<file path="config.mk">
export PLATFORM = sky130hd
export DESIGN_NAME = lbus_cmd_master_flat
export DESIGN_NICKNAME = d
export VERILOG_FILES = /design/src/rtl/lbus_cmd_master_pkg.sv /design/src/rtl/lbus_cmd_master_if.sv /design/src/rtl/lbus_cmd_fifo.sv /design/src/rtl/lbus_cmd_master.sv /design/src/flat_wrapper.sv
export SDC_FILE = /design/constraint.sdc
export NUM_CORES = 2
export LEC_CHECK = 0
export ABC_CLOCK_PERIOD_IN_PS = 15900
export CAP_MARGIN = 25
export CELL_PAD_IN_SITES_DETAIL_PLACEMENT = 0
export CELL_PAD_IN_SITES_GLOBAL_PLACEMENT = 2
export CORE_AREA = 2 2 648 650
export DETAILED_ROUTE_END_ITERATION = 12
export DIE_AREA = 0 0 650 652
export PLACE_DENSITY_LB_ADDON = 0.1
export SYNTH_ARGS = -nofsm -noshare
export SYNTH_HDL_FRONTEND = slang
export SYNTH_MEMORY_MAX_BITS = 65536
export SYNTH_SLANG_ARGS = --single-unit
</file>
<file path="constraint.sdc">
create_clock -name clk -period 15.9 [get_ports clk]
set_clock_uncertainty 0.1 [all_clocks]
set_input_delay 2.385 -clock clk [delete_from_list [all_inputs] [get_ports clk]]
set_output_delay 2.385 -clock clk [all_outputs]
set_load 0.02 [all_outputs]
</file>
<file path="src/rtl/lbus_cmd_master_pkg.sv">
// ----------------------------------------------------------------------------
// lbus_pkg
// Shared definitions for the local-bus command master: the bus FSM state
// encoding and helpers that locate the fields inside a packed command word
// {rd, address, write data}.
// Ports: none (package).
// ----------------------------------------------------------------------------
package lbus_pkg;

   // Bus sequencer states, in the order a transaction walks through them
   typedef enum logic [2:0] {
      ST_IDLE,
      ST_ALE,
      ST_AWAIT,
      ST_ASSERT,
      ST_WAIT_ACK,
      ST_RELEASE
   } lbus_state_t;

   // The read flag sits directly above the address and data fields
   function automatic int rd_bit(input int aw, input int dw);
      return aw + dw;
   endfunction

   // The address field starts right above the write data
   function automatic int addr_lsb(input int dw);
      return dw;
   endfunction

   // Write data occupies the bottom of the command word
   function automatic int data_lsb();
      return 0;
   endfunction

   // Used to size the shared phase counter
   function automatic int max3(input int a, input int b, input int c);
      int m;
      m = a;
      if (b > m) m = b;
      if (c > m) m = c;
      return m;
   endfunction

endpackage

</file>
<file path="src/rtl/lbus_cmd_master_if.sv">
// ----------------------------------------------------------------------------
// lbus_cmd_master_if
// Multiplexed local-bus signal bundle.
// Ports (signals):
//   ale    address latch enable          (master -> target)
//   cs_n   chip select, active low       (master -> target)
//   rd_wr  1 read / 0 write              (master -> target)
//   data   muxed address / write data    (master -> target)
//   ack_n  acknowledge, active low       (target -> master)
//   rdata  read data                     (target -> master)
// ----------------------------------------------------------------------------
interface lbus_cmd_master_if #(
   parameter int DW = 32
) ();

   logic          ale;
   logic          cs_n;
   logic          rd_wr;
   logic [DW-1:0] data;
   logic          ack_n;
   logic [DW-1:0] rdata;

   modport master (
      output ale, cs_n, rd_wr, data,
      input  ack_n, rdata
   );

   modport slave (
      input  ale, cs_n, rd_wr, data,
      output ack_n, rdata
   );

endinterface

</file>
<file path="src/rtl/lbus_cmd_fifo.sv">
// ----------------------------------------------------------------------------
// lbus_cmd_fifo
// Synchronous first-word-fall-through FIFO: dout always shows the oldest
// entry while empty is low, and pop simply advances past it.
// Ports:
//   clk, reset   clock / asynchronous active-high reset
//   push, din    write strobe and data (ignored while full)
//   pop          discard the head entry (ignored while empty)
//   dout         head entry
//   full, empty  occupancy flags
// DEPTH must be a power of two and at least 2.
// ----------------------------------------------------------------------------
module lbus_cmd_fifo #(
   parameter int WIDTH = 65,
   parameter int DEPTH = 16
) (
   input  logic             clk,
   input  logic             reset,
   input  logic             push,
   input  logic [WIDTH-1:0] din,
   input  logic             pop,
   output logic [WIDTH-1:0] dout,
   output logic             full,
   output logic             empty
);

   localparam int IDX_W = (DEPTH > 1) ? $clog2(DEPTH) : 1;

   logic [WIDTH-1:0] mem [DEPTH];
   logic [IDX_W-1:0] wr_idx;
   logic [IDX_W-1:0] rd_idx;
   logic [IDX_W:0]   count;
   logic             push_ok;
   logic             pop_ok;

   assign full    = (count == (IDX_W+1)'(DEPTH));
   assign empty   = (count == '0);
   assign push_ok = push && !full;
   assign pop_ok  = pop && !empty;
   assign dout    = mem[rd_idx];

   // Storage needs no reset; only entries below count are ever observed
   always_ff @(posedge clk) begin
      if (push_ok) begin
         mem[wr_idx] <= din;
      end
   end

   // Index pointers wrap naturally because DEPTH is a power of two
   always_ff @(posedge clk or posedge reset) begin
      if (reset) begin
         wr_idx <= '0;
         rd_idx <= '0;
         count  <= '0;
      end else begin
         if (push_ok) wr_idx <= wr_idx + 1'b1;
         if (pop_ok)  rd_idx <= rd_idx + 1'b1;
         if (push_ok && !pop_ok) begin
            count <= count + 1'b1;
         end else if (pop_ok && !push_ok) begin
            count <= count - 1'b1;
         end
      end
   end

endmodule

</file>
<file path="src/rtl/lbus_cmd_master.sv">
// ----------------------------------------------------------------------------
// lbus_cmd_master
// Multi-channel local-bus command engine. Each of NCH producers pushes
// {rd, addr, wdata} commands into its own FIFO; a round-robin arbiter picks
// the next command and a bus FSM runs it as ale / wait / cs_n / ack cycles,
// returning a tagged response with read data or a timeout flag.
// Ports:
//   clk, reset        clock / asynchronous active-high reset
//   cmd, cmd_wr       per-channel command words and push strobes
//   cmd_full          per-channel FIFO full
//   cmd_ovf           sticky per-channel "pushed while full"
//   rsp_valid         one-cycle response pulse
//   rsp_ch, rsp_rd    originating channel, read flag
//   rsp_timeout       command aborted without acknowledge
//   rsp_data          read data (0 for writes and timeouts)
//   bus               multiplexed local bus, master side
//   busy              sequencer not idle
//   timeout_cnt       saturating timeout count
// ----------------------------------------------------------------------------
module lbus_cmd_master
   import lbus_pkg::*;
#(
   parameter int NCH        = 4,
   parameter int AW         = 32,
   parameter int DW         = 32,
   parameter int FIFO_DEPTH = 16,
   parameter int ALE_HOLD   = 1,
   parameter int ADDR_WAIT  = 2,
   parameter int TIMEOUT    = 256
) (
   input  logic                                     clk,
   input  logic                                     reset,
   input  logic [NCH*(1+AW+DW)-1:0]                 cmd,
   input  logic [NCH-1:0]                           cmd_wr,
   output logic [NCH-1:0]                           cmd_full,
   output logic [NCH-1:0]                           cmd_ovf,
   output logic                                     rsp_valid,
   output logic [((NCH > 1) ? $clog2(NCH) : 1)-1:0] rsp_ch,
   output logic                                     rsp_rd,
   output logic                                     rsp_timeout,
   output logic [DW-1:0]                            rsp_data,
   lbus_cmd_master_if.master                        bus,
   output logic                                     busy,
   output logic [15:0]                              timeout_cnt
);

   localparam int CW       = 1 + AW + DW;
   localparam int CHW      = (NCH > 1) ? $clog2(NCH) : 1;
   localparam int RD_POS   = rd_bit(AW, DW);
   localparam int ADDR_POS = addr_lsb(DW);
   localparam int DATA_POS = data_lsb();
   localparam int CNT_W    = $clog2(max3(ALE_HOLD, ADDR_WAIT, TIMEOUT) + 1);

   localparam logic [CNT_W-1:0] ALE_LAST   = CNT_W'(ALE_HOLD - 1);
   localparam logic [CNT_W-1:0] AWAIT_LAST = CNT_W'((ADDR_WAIT > 0) ? ADDR_WAIT - 1 : 0);
   localparam logic [CNT_W-1:0] TO_LAST    = CNT_W'(TIMEOUT - 1);

   lbus_state_t      state;
   lbus_state_t      state_n;
   logic [CNT_W-1:0] cnt;
   logic [CNT_W-1:0] cnt_n;

   logic [CW-1:0]    fifo_dout [NCH];
   logic [NCH-1:0]   fifo_full;
   logic [NCH-1:0]   fifo_empty;
   logic [NCH-1:0]   pop;

   logic [CHW-1:0]   rr_ptr;
   logic [CHW:0]     cand_sum;
   logic [CHW-1:0]   cand_idx;
   logic             grant_valid;
   logic [CHW-1:0]   grant_ch;
   logic [CW-1:0]    grant_cmd;
   logic [DW-1:0]    addr_ext;

   logic             do_grant;
   logic             do_ack;
   logic             do_timeout;

   logic             cur_rd;
   logic [CHW-1:0]   cur_ch;
   logic [DW-1:0]    cur_wdata;

   // One FWFT FIFO per producer
   for (genvar g = 0; g < NCH; g++) begin : g_fifo
      lbus_cmd_fifo #(
         .WIDTH (CW),
         .DEPTH (FIFO_DEPTH)
      ) u_fifo (
         .clk   (clk),
         .reset (reset),
         .push  (cmd_wr[g]),
         .din   (cmd[g*CW +: CW]),
         .pop   (pop[g]),
         .dout  (fifo_dout[g]),
         .full  (fifo_full[g]),
         .empty (fifo_empty[g])
      );
   end

   assign cmd_full = fifo_full;
   assign busy     = (state != ST_IDLE);

   // Round-robin search: first non-empty channel at or above rr_ptr,
   // wrapping; rr_ptr always holds last_grant+1
   always_comb begin
      grant_valid = 1'b0;
      grant_ch    = '0;
      cand_sum    = '0;
      cand_idx    = '0;
      for (int i = 0; i < NCH; i++) begin
         cand_sum = {1'b0, rr_ptr} + (CHW+1)'(i);
         if (cand_sum >= (CHW+1)'(NCH)) begin
            cand_sum = cand_sum - (CHW+1)'(NCH);
         end
         cand_idx = cand_sum[CHW-1:0];
         if (!grant_valid && !fifo_empty[cand_idx]) begin
            grant_valid = 1'b1;
            grant_ch    = cand_idx;
         end
      end
   end

   // Head of the granted FIFO, with the address zero-extended to bus width
   always_comb begin
      grant_cmd = fifo_dout[grant_ch];
      addr_ext  = '0;
      addr_ext[AW-1:0] = grant_cmd[ADDR_POS +: AW];
   end

   // Pop is combinational with the grant so the head is consumed on that edge
   always_comb begin
      pop = '0;
      if (do_grant) begin
         pop[grant_ch] = 1'b1;
      end
   end

   // Sequencer next state; one counter times ALE, AWAIT and WAIT_ACK and
   // restarts on every state change. ack is tested before the timeout so an
   // ack on the final cycle still completes normally.
   always_comb begin
      state_n    = state;
      cnt_n      = cnt + 1'b1;
      do_grant   = 1'b0;
      do_ack     = 1'b0;
      do_timeout = 1'b0;
      case (state)
         ST_IDLE: begin
            cnt_n = '0;
            if (grant_valid) begin
               do_grant = 1'b1;
               state_n  = ST_ALE;
            end
         end
         ST_ALE: begin
            if (cnt == ALE_LAST) begin
               state_n = (ADDR_WAIT == 0) ? ST_ASSERT : ST_AWAIT;
            end
         end
         ST_AWAIT: begin
            if (cnt == AWAIT_LAST) begin
               state_n = ST_ASSERT;
            end
         end
         ST_ASSERT: begin
            state_n = ST_WAIT_ACK;
         end
         ST_WAIT_ACK: begin
            if (!bus.ack_n) begin
               do_ack  = 1'b1;
               state_n = ST_RELEASE;
            end else if (cnt == TO_LAST) begin
               do_timeout = 1'b1;
               state_n    = ST_RELEASE;
            end
         end
         ST_RELEASE: begin
            state_n = ST_IDLE;
         end
         default: begin
            state_n = ST_IDLE;
         end
      endcase
      if (state_n != state) begin
         cnt_n = '0;
      end
   end

   // State and phase counter registers
   always_ff @(posedge clk or posedge reset) begin
      if (reset) begin
         state <= ST_IDLE;
         cnt   <= '0;
      end else begin
         state <= state_n;
         cnt   <= cnt_n;
      end
   end

   // Bus pins are registered and change on the edge that leaves the state
   // that owns them, so ale rises one edge after the grant and cs_n falls on
   // the edge that leaves ASSERT; both release together on the response edge
   always_ff @(posedge clk or posedge reset) begin
      if (reset) begin
         bus.ale   <= 1'b0;
         bus.cs_n  <= 1'b1;
         bus.rd_wr <= 1'b1;
         bus.data  <= '0;
         cur_rd    <= 1'b0;
         cur_ch    <= '0;
         cur_wdata <= '0;
         rr_ptr    <= '0;
      end else begin
         bus.ale  <= (state == ST_ALE);
         bus.cs_n <= !((state == ST_ASSERT) ||
                       ((state == ST_WAIT_ACK) && !do_ack && !do_timeout));
         if (do_grant) begin
            bus.rd_wr <= grant_cmd[RD_POS];
            bus.data  <= addr_ext;
            cur_rd    <= grant_cmd[RD_POS];
            cur_ch    <= grant_ch;
            cur_wdata <= grant_cmd[DATA_POS +: DW];
            rr_ptr    <= (grant_ch == CHW'(NCH - 1)) ? '0 : grant_ch + 1'b1;
         end else if (state == ST_ASSERT) begin
            bus.data  <= cur_wdata;
         end else if (do_ack || do_timeout) begin
            bus.rd_wr <= 1'b1;
         end
      end
   end

   // Response fields hold their last value between pulses
   always_ff @(posedge clk or posedge reset) begin
      if (reset) begin
         rsp_valid   <= 1'b0;
         rsp_ch      <= '0;
         rsp_rd      <= 1'b0;
         rsp_timeout <= 1'b0;
         rsp_data    <= '0;
         timeout_cnt <= '0;
      end else begin
         rsp_valid <= do_ack || do_timeout;
         if (do_ack || do_timeout) begin
            rsp_ch      <= cur_ch;
            rsp_rd      <= cur_rd;
            rsp_timeout <= do_timeout;
            rsp_data    <= (do_ack && cur_rd) ? bus.rdata : '0;
         end
         if (do_timeout && (timeout_cnt != 16'hFFFF)) begin
            timeout_cnt <= timeout_cnt + 16'd1;
         end
      end
   end

   // Overflow flags stick until reset
   always_ff @(posedge clk or posedge reset) begin
      if (reset) begin
         cmd_ovf <= '0;
      end else begin
         cmd_ovf <= cmd_ovf | (cmd_wr & fifo_full);
      end
   end

endmodule

</file>
<file path="src/flat_wrapper.sv">
// flat-port wrapper written by rule: the top's interface ports become plain ports
module lbus_cmd_master_flat import lbus_pkg::*;
#(
   parameter int NCH        = 4,
   parameter int AW         = 32,
   parameter int DW         = 32,
   parameter int FIFO_DEPTH = 16,
   parameter int ALE_HOLD   = 1,
   parameter int ADDR_WAIT  = 2,
   parameter int TIMEOUT    = 256
)
  (clk, reset, cmd, cmd_wr, cmd_full, cmd_ovf, rsp_valid, rsp_ch, rsp_rd, rsp_timeout, rsp_data, busy, timeout_cnt, bus_ale, bus_cs_n, bus_rd_wr, bus_data, bus_ack_n, bus_rdata);
  lbus_cmd_master_if #(.DW(DW)) bus_i ();
  input  logic clk;
  input  logic reset;
  input  logic [NCH*(1+AW+DW)-1:0] cmd;
  input  logic [NCH-1:0] cmd_wr;
  output logic [NCH-1:0] cmd_full;
  output logic [NCH-1:0] cmd_ovf;
  output logic rsp_valid;
  output logic [((NCH > 1) ? $clog2(NCH) : 1)-1:0] rsp_ch;
  output logic rsp_rd;
  output logic rsp_timeout;
  output logic [DW-1:0] rsp_data;
  output logic busy;
  output logic [15:0] timeout_cnt;
  output wire logic [$bits(bus_i.ale)-1:0] bus_ale;
  output wire logic [$bits(bus_i.cs_n)-1:0] bus_cs_n;
  output wire logic [$bits(bus_i.rd_wr)-1:0] bus_rd_wr;
  output wire logic [$bits(bus_i.data)-1:0] bus_data;
  input wire logic [$bits(bus_i.ack_n)-1:0] bus_ack_n;
  input wire logic [$bits(bus_i.rdata)-1:0] bus_rdata;
  assign bus_ale = bus_i.ale;
  assign bus_cs_n = bus_i.cs_n;
  assign bus_rd_wr = bus_i.rd_wr;
  assign bus_data = bus_i.data;
  assign bus_i.ack_n = bus_ack_n;
  assign bus_i.rdata = bus_rdata;
  lbus_cmd_master #(.NCH(NCH), .AW(AW), .DW(DW), .FIFO_DEPTH(FIFO_DEPTH), .ALE_HOLD(ALE_HOLD), .ADDR_WAIT(ADDR_WAIT), .TIMEOUT(TIMEOUT)) u_core (.clk(clk), .reset(reset), .cmd(cmd), .cmd_wr(cmd_wr), .cmd_full(cmd_full), .cmd_ovf(cmd_ovf), .rsp_valid(rsp_valid), .rsp_ch(rsp_ch), .rsp_rd(rsp_rd), .rsp_timeout(rsp_timeout), .rsp_data(rsp_data), .bus(bus_i), .busy(busy), .timeout_cnt(timeout_cnt));
endmodule
</file>
==> qor.txt <==
outcome: finished, final reports clean
Setup violations, final: 0
Met3 Wirelength: 30.67 mm
sequential share of the synthesized area: 78.10%
# rows: 237
gp weighted congestion: 0.7865
Leak: 60.66 nW
Critical Path RT: 13.41 ns
PostCTS Resize Cnt: 0
placed inst area: 177700 um^2
Slew headroom: 0.5777%
Seq cells post-synth: 4353
Num CTS Buffers: 463
Post-Syn Area per Cell: 22.12 um^2
Syn Inst Count: 7511
post-synthesis cell area: 166100 um^2
Arr. time, crit path: 3.43 ns
fin cells: 14079
CP Capture Type: output port
clock slew at reported path FFs: 0.06 ns
crit-path cells: or4_4 > nor2_1 > clkdlybuf4s50_1
clock sinks: 4353
Hold Crit Class: reg -> reg
Final Cell Area: 192400 um^2
crit path max-delay cell type: clkdlybuf4s50_1
Yosys Warn Count: 0
Max clock buf depth: 4
Worst Max-Slew Pin Slew: 1.491 ns
IO Pins: 396
drt drc: 0
CP Buf/Inv Count: 1
die area: 423800 um^2
via count: 80907
largest net degree at the start of global routing: 120
final-report hold violation count: 0
die width: 650 um
number of synthesized flops with an enable pin: 4160
RSZ-0062 raised after global routing: no
top cell family by delay on the critical path: simple AND/OR/NAND/NOR gates
met2 WL post-DR: 237.1 mm
worst setup slack after layout: 9.986 ns
global route total overflow: 0
crit share post-route: 37.20%
CTS HTree Levels: 5
crit path kind: reg -> out
worst slack, placed: 9.438 ns
VDD IR max: 0.1218 mV
clk root buf: clkbuf_16
Post-CTS Setup Bufs: 0
final core utilization: 46.24%
remaining antenna violation count after routing: 0
crit-path max cell delay: 0.75 ns
IO Port Bufs: 395
Post-Place Cells: 13215
Final Hold Slack: 0.3619 ns
routed wire length: 493.5 mm
max-slew violations: 0
Initial Utilization: 39.93%
post-DP HPWL: 304.2 mm
crit path max fanout: 5
Netlist cell types: 65
Async S/R FF share, synth: 4.434%
post-layout min period: 5.914 ns
DR pass1 iterations: 8
Chip Height: 652 um
Syn Nets: 7859
most frequent cells after synthesis: 4160 x edfxtp_1, 1034 x mux4_2, 330 x nand2_1, 300 x a22oi_1, 249 x clkbuf_1
Tot Pwr: 35.95 mW
area added between synthesis and finish: 15.80%
Pwr Density: 186.9 nW/um^2
startpoint type of the worst setup path: flop
top post-synthesis cells by area: edfxtp_1 75%, mux4_2 14%, dfrtp_1 2.9%, a22oi_1 1.4%, nand2_1 0.75%
GRT Total Usage: 23.00%
top-area cell type share of the netlist area: 75.19%
layout cells sized above 1: 23.86%
Metal-1 WL: 210.4 mm
most numerous cell in the Yosys netlist: edfxtp_1
DR vias/cell: 5.747
Hold Buf Count CTS: 0
Clock Latency Late Sink: 1.01 ns
first-pass GRT wire length: 681.8 mm
Fmax: 0.1691 GHz
Max Cap Viol: 0
CTS tree: yes
first-iteration detailed-routing DRC count: 8315
Setup TNS: 0 ns
vias in the first global route: 82600
Synth area leader: edfxtp_1
prevailing post-synth register cell: edfxtp_1
fin nets: 8538
Routed WL per cell: 35.05 um
highest metal used: met5
initial antenna violation count: 96
Core Box Area: 416000 um^2
## report_power, final
group / internal (mW) / switching [mW]
Combinational: 4.02 / 7.00
Sequential: 13.9 / 0.688
Clock: 5.95 / 4.41
Total: 23.9 / 12.1
## sequential cells by signal, indices dropped and copies added, names as in the netlist, 2 cells and up
register / count
u_core.g_fifo.u_fifo.mem: 4160
u_core.bus.data: 32
u_core.cur_wdata: 32
u_core.rsp_data: 32
u_core.g_fifo.u_fifo.count: 20
u_core.g_fifo.u_fifo.rd_idx: 16
u_core.g_fifo.u_fifo.wr_idx: 16
u_core.timeout_cnt: 16
u_core.cnt: 9
u_core.cmd_ovf: 4
u_core.state: 3
u_core.cur_ch: 2
u_core.rr_ptr: 2
u_core.rsp_ch: 2
## cells by family after synthesis
logic type               after synthesis  share of synthesized area, %
adder cells (fa/ha/maj)               49                        0.3871
AO/OA/AOI/OAI                        791                         3.544
XOR/XNOR                              65                        0.3427
AND/OR/NAND/NOR                      646                         1.742
multiplexers                        1136                         14.64
buffers and inverters                471                         1.247
flip-flops                          4353                         78.10
## final cells by class
class / count / area, um^2
fill: 34685 / 223700
timing repair buffer: 649 / 6091
multi-input combinational: 2687 / 34990
sequential: 4353 / 129800
clock inverter: 254 / 2105
clock buffer: 586 / 12340
inverter: 36 / 145.1
tap: 5497 / 6878
antenna: 17 / 42.54
## final timing paths
kind	end	slack, ns	depth (start not counted)	start
worst max-delay path	cmd_full[0]	9.99	3	u_core.g_fifo[0].u_fifo.count[0]
worst max register to register	u_core.cur_wdata[3]	10.42	9	u_core.g_fifo[1].u_fifo.rd_idx[0]
worst min register to register	u_core.cmd_ovf[1]	0.36	1	u_core.cmd_ovf[1]
max in group asynchronous	u_core.bus.cs_n	11.76	5	reset
min in group asynchronous	u_core.cmd_ovf[3]	1.69	2	reset
worst min-delay path	u_core.cmd_ovf[1]	0.36	1	u_core.cmd_ovf[1]
## placed cells by master, fill, tap and decap left out, types with 33 or more instances in the layout
| master | netlist | final |
|---|---|---|
| ha_1 | 45 | 45 |
| clkinv_1 | 1 | 117 |
| o211ai_1 | 46 | 46 |
| a22oi_1 | 300 | 300 |
| nor3_1 | 54 | 37 |
| nand3_1 | 66 | 65 |
| clkinv_2 | 0 | 79 |
| a22o_1 | 110 | 110 |
| nor2_1 | 85 | 33 |
| a21oi_1 | 67 | 66 |
| nor2_4 | 1 | 53 |
| dfrtp_1 | 191 | 183 |
| clkbuf_16 | 0 | 472 |
| o21ai_0 | 81 | 81 |
| mux4_2 | 1034 | 1034 |
| buf_4 | 37 | 235 |
| clkbuf_1 | 249 | 104 |
| nand2_1 | 330 | 329 |
| xnor2_1 | 53 | 53 |
| clkdlybuf4s50_1 | 0 | 395 |
| edfxtp_1 | 4160 | 4160 |
| mux2i_1 | 97 | 97 |
| a221oi_1 | 86 | 75 |
## per-layer routing
metal	GRT usage (%)	vias to the layer above
li1	-	33214
met1	31.97	44568
met2	37.23	2407
met3	4.526	650
met4	6.175	68
met5	0	-
Power figures use the tool's default switching activity.
